<file path="config.mk">
export PLATFORM = sky130hd
export DESIGN_NAME = fp_result_wb
export DESIGN_NICKNAME = d
export VERILOG_FILES = /design/src/rtl/fp_result_wb_pkg.sv /design/src/rtl/fp_wb_fifo.sv /design/src/rtl/fp_result_wb.sv
export SDC_FILE = /design/constraint.sdc
export NUM_CORES = 1
export LEC_CHECK = 0
export CAP_MARGIN = 20
export CORE_ASPECT_RATIO = 0.8
export CORE_UTILIZATION = 51
export DETAILED_ROUTE_END_ITERATION = 16
export PLACE_DENSITY = 0.81
export SYNTH_ARGS = -nofsm -noshare
export SYNTH_HDL_FRONTEND = slang
export SYNTH_SLANG_ARGS = --single-unit
export TNS_END_PERCENT = 1
</file>
<file path="constraint.sdc">
create_clock -name clk -period 6.7 [get_ports clk]
set_input_delay 1.34 -clock clk [delete_from_list [all_inputs] [get_ports clk]]
set_output_delay 1.34 -clock clk [all_outputs]
set_load 0.01 [all_outputs]
</file>
<file path="src/rtl/fp_result_wb_pkg.sv">
// Shared FP special-characters package: fflags bit positions and canonical quiet NaN.
// Latency: n/a (constants and a pure helper function).
// Backpressure: n/a.
package fp_result_wb_pkg;

    // Positions of the sticky exception bits inside fflags {NV,DZ,OF,UF,NX}.
    localparam int FF_NV = 4;
    localparam int FF_DZ = 3;
    localparam int FF_OF = 2;
    localparam int FF_UF = 1;
    localparam int FF_NX = 0;

    // Canonical single-precision quiet NaN.
    localparam logic [31:0] FP_QNAN = 32'h7FC0_0000;

    // True for any single-precision NaN: exponent all ones, mantissa nonzero.
    function automatic logic is_nan32(input logic [31:0] v);
        return (&v[30:23]) && (|v[22:0]);
    endfunction

endpackage

</file>
<file path="src/rtl/fp_wb_fifo.sv">
// Result/tag storage for the FP writeback stage: circular buffer with occupancy count.
// Latency: pushed entry is on dout the cycle after the push edge.
// Backpressure: push is ignored when full unless a pop happens in the same cycle.
//
// Ports: clk, rst (async active-low), push/din, pop, dout (zero when empty),
//        full, empty, count (0..DEPTH).
module fp_wb_fifo #(
    parameter int DW    = 37,
    parameter int DEPTH = 2,
    localparam int PW   = $clog2(DEPTH),
    localparam int CW   = $clog2(DEPTH + 1)
) (
    input  logic          clk,
    input  logic          rst,
    input  logic          push,
    input  logic [DW-1:0] din,
    input  logic          pop,
    output logic [DW-1:0] dout,
    output logic          full,
    output logic          empty,
    output logic [CW-1:0] count
);

    localparam logic [CW-1:0] DEPTH_C = CW'(DEPTH);

    logic [DW-1:0] mem [DEPTH];
    logic [PW-1:0] wr_ptr;
    logic [PW-1:0] rd_ptr;
    logic          do_push;
    logic          do_pop;

    assign full  = (count == DEPTH_C);
    assign empty = (count == '0);

    // A pop frees the slot in the same cycle, so a push into a full buffer
    // is legal whenever the head is leaving.
    assign do_pop  = pop & ~empty;
    assign do_push = push & (~full | do_pop);

    // Head is forced to zero when empty so idle outputs are deterministic.
    assign dout = empty ? '0 : mem[rd_ptr];

    always_ff @(posedge clk or negedge rst) begin
        if (!rst) begin
            wr_ptr <= '0;
            rd_ptr <= '0;
            count  <= '0;
        end else begin
            // DEPTH is a power of two, so natural pointer overflow wraps modulo DEPTH.
            if (do_push) wr_ptr <= wr_ptr + PW'(1);
            if (do_pop)  rd_ptr <= rd_ptr + PW'(1);
            case ({do_push, do_pop})
                2'b10:   count <= count + CW'(1);
                2'b01:   count <= count - CW'(1);
                default: count <= count;
            endcase
        end
    end

    always_ff @(posedge clk) begin
        if (do_push) mem[wr_ptr] <= din;
    end

endmodule

</file>
<file path="src/rtl/fp_result_wb.sv">
// FP result writeback: edge-captures unit results into a small FIFO, accumulates sticky fflags.
// Latency: 1 cycle from capture (done rising) to wb_valid; fflags update 1 cycle after capture.
// Backpressure: wb_ready=0 holds the head stable; a capture into a full FIFO without pop is dropped and sets overrun.
//
// Ports: clk, rst (async active-low); res_in/tag_in/ov/un/inv/inexact/dz/done from the FP unit;
//        wb_valid/wb_ready/wb_data/wb_tag writeback handshake; fflags (sticky {NV,DZ,OF,UF,NX}),
//        flag_clr (sync clear of fflags and overrun), overrun (sticky drop flag), in_ready (FIFO not full).
// Build option: define FP_WB_NAN_CANON_EN to replace captured NaNs with the canonical quiet NaN
//        (assumes W >= 32, single-precision layout in res_in[31:0]).
module fp_result_wb
    import fp_result_wb_pkg::*;
#(
    parameter int W     = 32,
    parameter int DEPTH = 2,
    parameter int TW    = 5
) (
    input  logic          clk,
    input  logic          rst,
    input  logic [W-1:0]  res_in,
    input  logic [TW-1:0] tag_in,
    input  logic          ov,
    input  logic          un,
    input  logic          inv,
    input  logic          inexact,
    input  logic          dz,
    input  logic          done,
    output logic          wb_valid,
    input  logic          wb_ready,
    output logic [W-1:0]  wb_data,
    output logic [TW-1:0] wb_tag,
    output logic [4:0]    fflags,
    input  logic          flag_clr,
    output logic          overrun,
    output logic          in_ready
);

    localparam int CW = $clog2(DEPTH + 1);
    localparam logic [CW-1:0] DEPTH_C = CW'(DEPTH);

    logic          done_q;
    logic          arm_q;
    logic          capture;
    logic          pop;
    logic          accept;
    logic          drop;
    logic          fifo_full;
    logic          fifo_empty;
    logic [CW-1:0] fifo_count;
    logic [W-1:0]  push_res;
    logic [4:0]    new_flags;

    // arm_q stays low for the first edge after reset release, so a done that
    // was already high during reset is never mistaken for a fresh result.
    assign capture = done & ~done_q & arm_q;
    assign pop     = wb_valid & wb_ready;
    assign accept  = capture & (~fifo_full | pop);
    assign drop    = capture & fifo_full & ~pop;

    assign wb_valid = ~fifo_empty;
    assign in_ready = (fifo_count < DEPTH_C);

    always_comb begin
        push_res = res_in;
`ifdef FP_WB_NAN_CANON_EN
        if (is_nan32(res_in[31:0])) push_res = W'(FP_QNAN);
`endif
    end

    always_comb begin
        new_flags        = '0;
        new_flags[FF_NV] = inv;
        new_flags[FF_DZ] = dz;
        new_flags[FF_OF] = ov;
        new_flags[FF_UF] = un;
        new_flags[FF_NX] = inexact;
    end

    always_ff @(posedge clk or negedge rst) begin
        if (!rst) begin
            done_q  <= 1'b0;
            arm_q   <= 1'b0;
            fflags  <= '0;
            overrun <= 1'b0;
        end else begin
            done_q <= done;
            arm_q  <= 1'b1;
            // Clear wins over a same-cycle accumulate; that capture's flags are lost.
            if (flag_clr) begin
                fflags  <= '0;
                overrun <= 1'b0;
            end else begin
                if (accept) fflags  <= fflags | new_flags;
                if (drop)   overrun <= 1'b1;
            end
        end
    end

    fp_wb_fifo #(
        .DW    (W + TW),
        .DEPTH (DEPTH)
    ) u_fifo (
        .clk   (clk),
        .rst   (rst),
        .push  (capture),
        .din   ({tag_in, push_res}),
        .pop   (pop),
        .dout  ({wb_tag, wb_data}),
        .full  (fifo_full),
        .empty (fifo_empty),
        .count (fifo_count)
    );

endmodule

</file>
==> results.tsv <==
stage	metric	value	unit
outcome	status	completed	
clock_network	cts_tree	yes	
clock_network	cts-root-buf	clkbuf_8	
layout	final_nets	341	
worst_setup_path	endpoint_kind	output port	
pwr	seqPwrFrac	0.439	
logic_synthesis	syn_nets	248	
detailed_routing	wl	5.85	mm
clock_network	cts_hold_buf	0	
global_routing	grt_pass1_wl	9.23	mm
sta	period_needed	3.72	ns
sta	setup_tns	0	ns
sta	setup_viol	0	
pwr	switching_share	0.295	
sta	max_freq	269	MHz
floorplanning	die_h	73.7	µm
pwr	vdd_ir_drop_max	0.000228	V
min_path	hp-class	reg2reg	
clock_network	cts_setup_buffers	0	
pwr	switchingPower	476	µW
sta	grt_setup_unrepaired	false	
pwr	powerDensity	362	mW/mm²
placement	place.gp.congestion	0.784	
global_routing	grt_pass1_vias	1864	
detailed_routing	wl_per_cell	15.4	µm
floorplanning	die_width	91.7	µm
sta	worst_pin_slew	1.10	ns
detailed_routing	vias	1889	
worst_setup_path	worstSetupStartpointType	flip-flop	
global_routing	antenna_found_initial	0	
logic_synthesis	synth_cells	200	
logic_synthesis	avgSynthCellArea	16.4	µm²
clock_network	cts_max_level	3	
floorplanning	initial_core_util	0.540	
detailed_routing	wl_met2	2.77	mm
logic_synthesis	synth_cell_types	19	
clock_network	clk_latency	0.34	ns
pwr	internal_power	1.14	mW
detailed_routing	via_per_inst	4.98	
run	maxCapViolCount	0	
pwr	power.leakage	1.65	nW
worst_setup_path	worst_ep_arrival_time	2.38	ns
detailed_routing	drc	0	
worst_setup_path	crit_required	5.36	ns
detailed_routing	met1_length	2.58	mm
global_routing	grt_max_degree	39	
logic_synthesis	synth-seq-cells	86	
floorplanning	rows	25	
clock_network	path_clk_slew	0.07	ns
detailed_routing	top_layer	met4	
worst_setup_path	crit_type	reg2out	
detailed_routing	dr.pass1.iters	4	
worst_setup_path	cp_max_fo	38	
clock_network	numClockSinks	86	
placement	io_buffers	91	
placement	dp_hpwl	3.77	mm
pwr	p_comb_frac	0.346	
layout	antennaDiodeCount	0	
sta	drv_slew	0	
detailed_routing	drtAntennaViolNets	0	
clock_network	cts_resized	0	
layout	synthToLayoutAreaGrowth	35.9	%
layout	n_fill_cell	400	
sta	slew_headroom	0.267	
floorplanning	io_pins	92	
sta	fin_crit_sh	0.555	
layout	final_layout_size_suffix_gt1_frac	0.0671	
global_routing	overflow	0	
floorplanning	coreArea	0.00607	mm²
clock_network	cts_max_path_buffers	2	
sta	hold_viol	0	
floorplanning	die-area	0.00676	mm²
logic_synthesis	netlist_area	0.00328	mm²
detailed_routing	dr_wl_met3	401	µm
global_routing	track_usage	0.189	
logic_synthesis	synth.yosys.warnings	0	
clock_network	cts_buffers	9	
pwr	pwr-share-clk	0.215	
sta	finClkSkew	0.00577	ns
sta	fin_hold_ws	0.511	ns
logic_synthesis	ys_seq_area_frac	0.769	
detailed_routing	dr.first_iter.drc_count	92	
==> Yosys cell counts (all sizes together) <==
| master | count | share of area |
|---|---|---|
| nand2 | 1 | 0.0034 |
| and3b | 1 | 0.0027 |
| xor2 | 1 | 0.0027 |
| conb | 1 | 0.0011 |
| buf | 9 | 0.018 |
| xnor2 | 4 | 0.011 |
| a31oi | 6 | 0.011 |
| dfrtp | 12 | 0.092 |
| clkbuf | 1 | 0.0015 |
| and3 | 1 | 0.0019 |
| nor2 | 47 | 0.054 |
| and2 | 1 | 0.0019 |
| edfxtp | 74 | 0.68 |
| mux2i | 37 | 0.11 |
| ha | 1 | 0.0038 |
| or3b | 1 | 0.0027 |
| inv | 2 | 0.0023 |
==> routing by layer <==
layer  GRT usage  up-vias
li1            -      914
met1       0.243      900
met2       0.296       67
met3      0.0745        8
met4      0.0670        0
met5           0        -
==> state kept, by name, summed over array words and instances, names as in the netlist <==
name and flops:
u_fifo.mem 74, fflags 5, u_fifo.count 2, arm_q 1, done_q 1, overrun 1, u_fifo.rd_ptr 1, u_fifo.wr_ptr 1
==> power groups by stage <==
stage,sequential [mW],combinational [mW],clock [mW]
6_report,0.708,0.558,0.346
5_1_grt,0.718,0.605,0.378
4_1_cts,0.709,0.562,0.356
3_5_place_dp,0.723,0.557,0
3_3_place_gp,0.718,0.553,0
2_1_floorplan,0.656,0.332,0
==> final timing paths <==
kind	start	slack, ns	end	cells past startpoint
hold / removal	fflags[1]$_DFFE_PN0P_	0.51	fflags[1]$_DFFE_PN0P_	2
setup / recovery	u_fifo.rd_ptr$_DFFE_PN0P_	2.98	wb_tag[4]	3
setup reg to reg	u_fifo.count[0]$_DFFE_PN0P_	4.51	u_fifo.count[1]$_DFFE_PN0P_	6
hold reg to reg	fflags[1]$_DFFE_PN0P_	0.51	fflags[1]$_DFFE_PN0P_	2
min in group asynchronous	rst	1.36	arm_q$_DFF_PN0_	1
max in group asynchronous	rst	4.95	u_fifo.rd_ptr$_DFFE_PN0P_	1
==> area by class of cell <==
| cell class | instances | area (µm²) | share of cell area |
|---|---|---|---|
| Clock inverter | 4 | 47.5 | 0.0107 |
| Timing Repair Buffer | 92 | 931 | 0.209 |
| Sequential cell | 86 | 2520 | 0.566 |
| Clock buffer | 12 | 145 | 0.0326 |
| Tap cell | 81 | 101 | 0.0227 |
| Multi-Input combinational cell | 102 | 702 | 0.157 |
| Inverter | 2 | 7.51 | 0.00168 |
==> worst max-delay path: stages, from the launching register on <==
cell	delay, ns
dfrtp_2	1.10
mux2i_1	0.18
nor2_1	0.19
clkdlybuf4s50_1	0.57
==> logic make-up (layout without fill, tap and decap cells) <==
kind of cell             after synthesis  count (layout)  share of synthesized area
flip-flops                            86              86                      0.769
AND/OR/NAND/NOR                       52              52                     0.0664
multiplexers                          37              37                      0.113
buffers and inverters                 12             110                     0.0217
AO/OA/AOI/OAI                          6               6                     0.0114
XOR/XNOR                               5               5                     0.0134
adder cells (fa/ha/maj)                1               1                    0.00381
other                                  1               1                    0.00114
==> per-stage QoR <==
step / area, µm² / setup WS [ns] / power, mW / utilization / instances
after CTS: 4440 / 2.98 / 1.63 / 0.731 / 378
after global placement: 4250 / 3.25 / 1.27 / 0.700 / 362
after floorplan: 3280 / 2.98 / 0.989 / - / 200
after global routing: 4460 / 2.76 / 1.70 / 0.735 / 379
final: 4460 / 2.98 / 1.61 / 0.735 / 379
after detailed placement: 4250 / 3.15 / 1.28 / 0.700 / 362
==> placed cells by master (no fill, tap or decap) <==
cell type / synthesis / routed
clkdlybuf4s50_1: 0 / 91
edfxtp_1: 74 / 74
nor2_1: 47 / 45
mux2i_1: 37 / 37
dfrtp_1: 12 / 11
clkbuf_8: 0 / 10
a31oi_1: 6 / 6
xnor2_1: 4 / 4
nor2_4: 0 / 2
inv_1: 2 / 2
clkinv_2: 0 / 2
clkbuf_1: 0 / 2
and2_1: 1 / 1
or3b_1: 1 / 1
and3b_1: 1 / 1
nand2_4: 1 / 1
and3_2: 0 / 1
xor2_1: 1 / 1
ha_1: 1 / 1
conb_1: 1 / 1
clkinvlp_4: 0 / 1
bufinv_16: 0 / 1
buf_12: 0 / 1
dfrtp_2: 0 / 1
No activity file was read; power rests on OpenSTA's default activity.
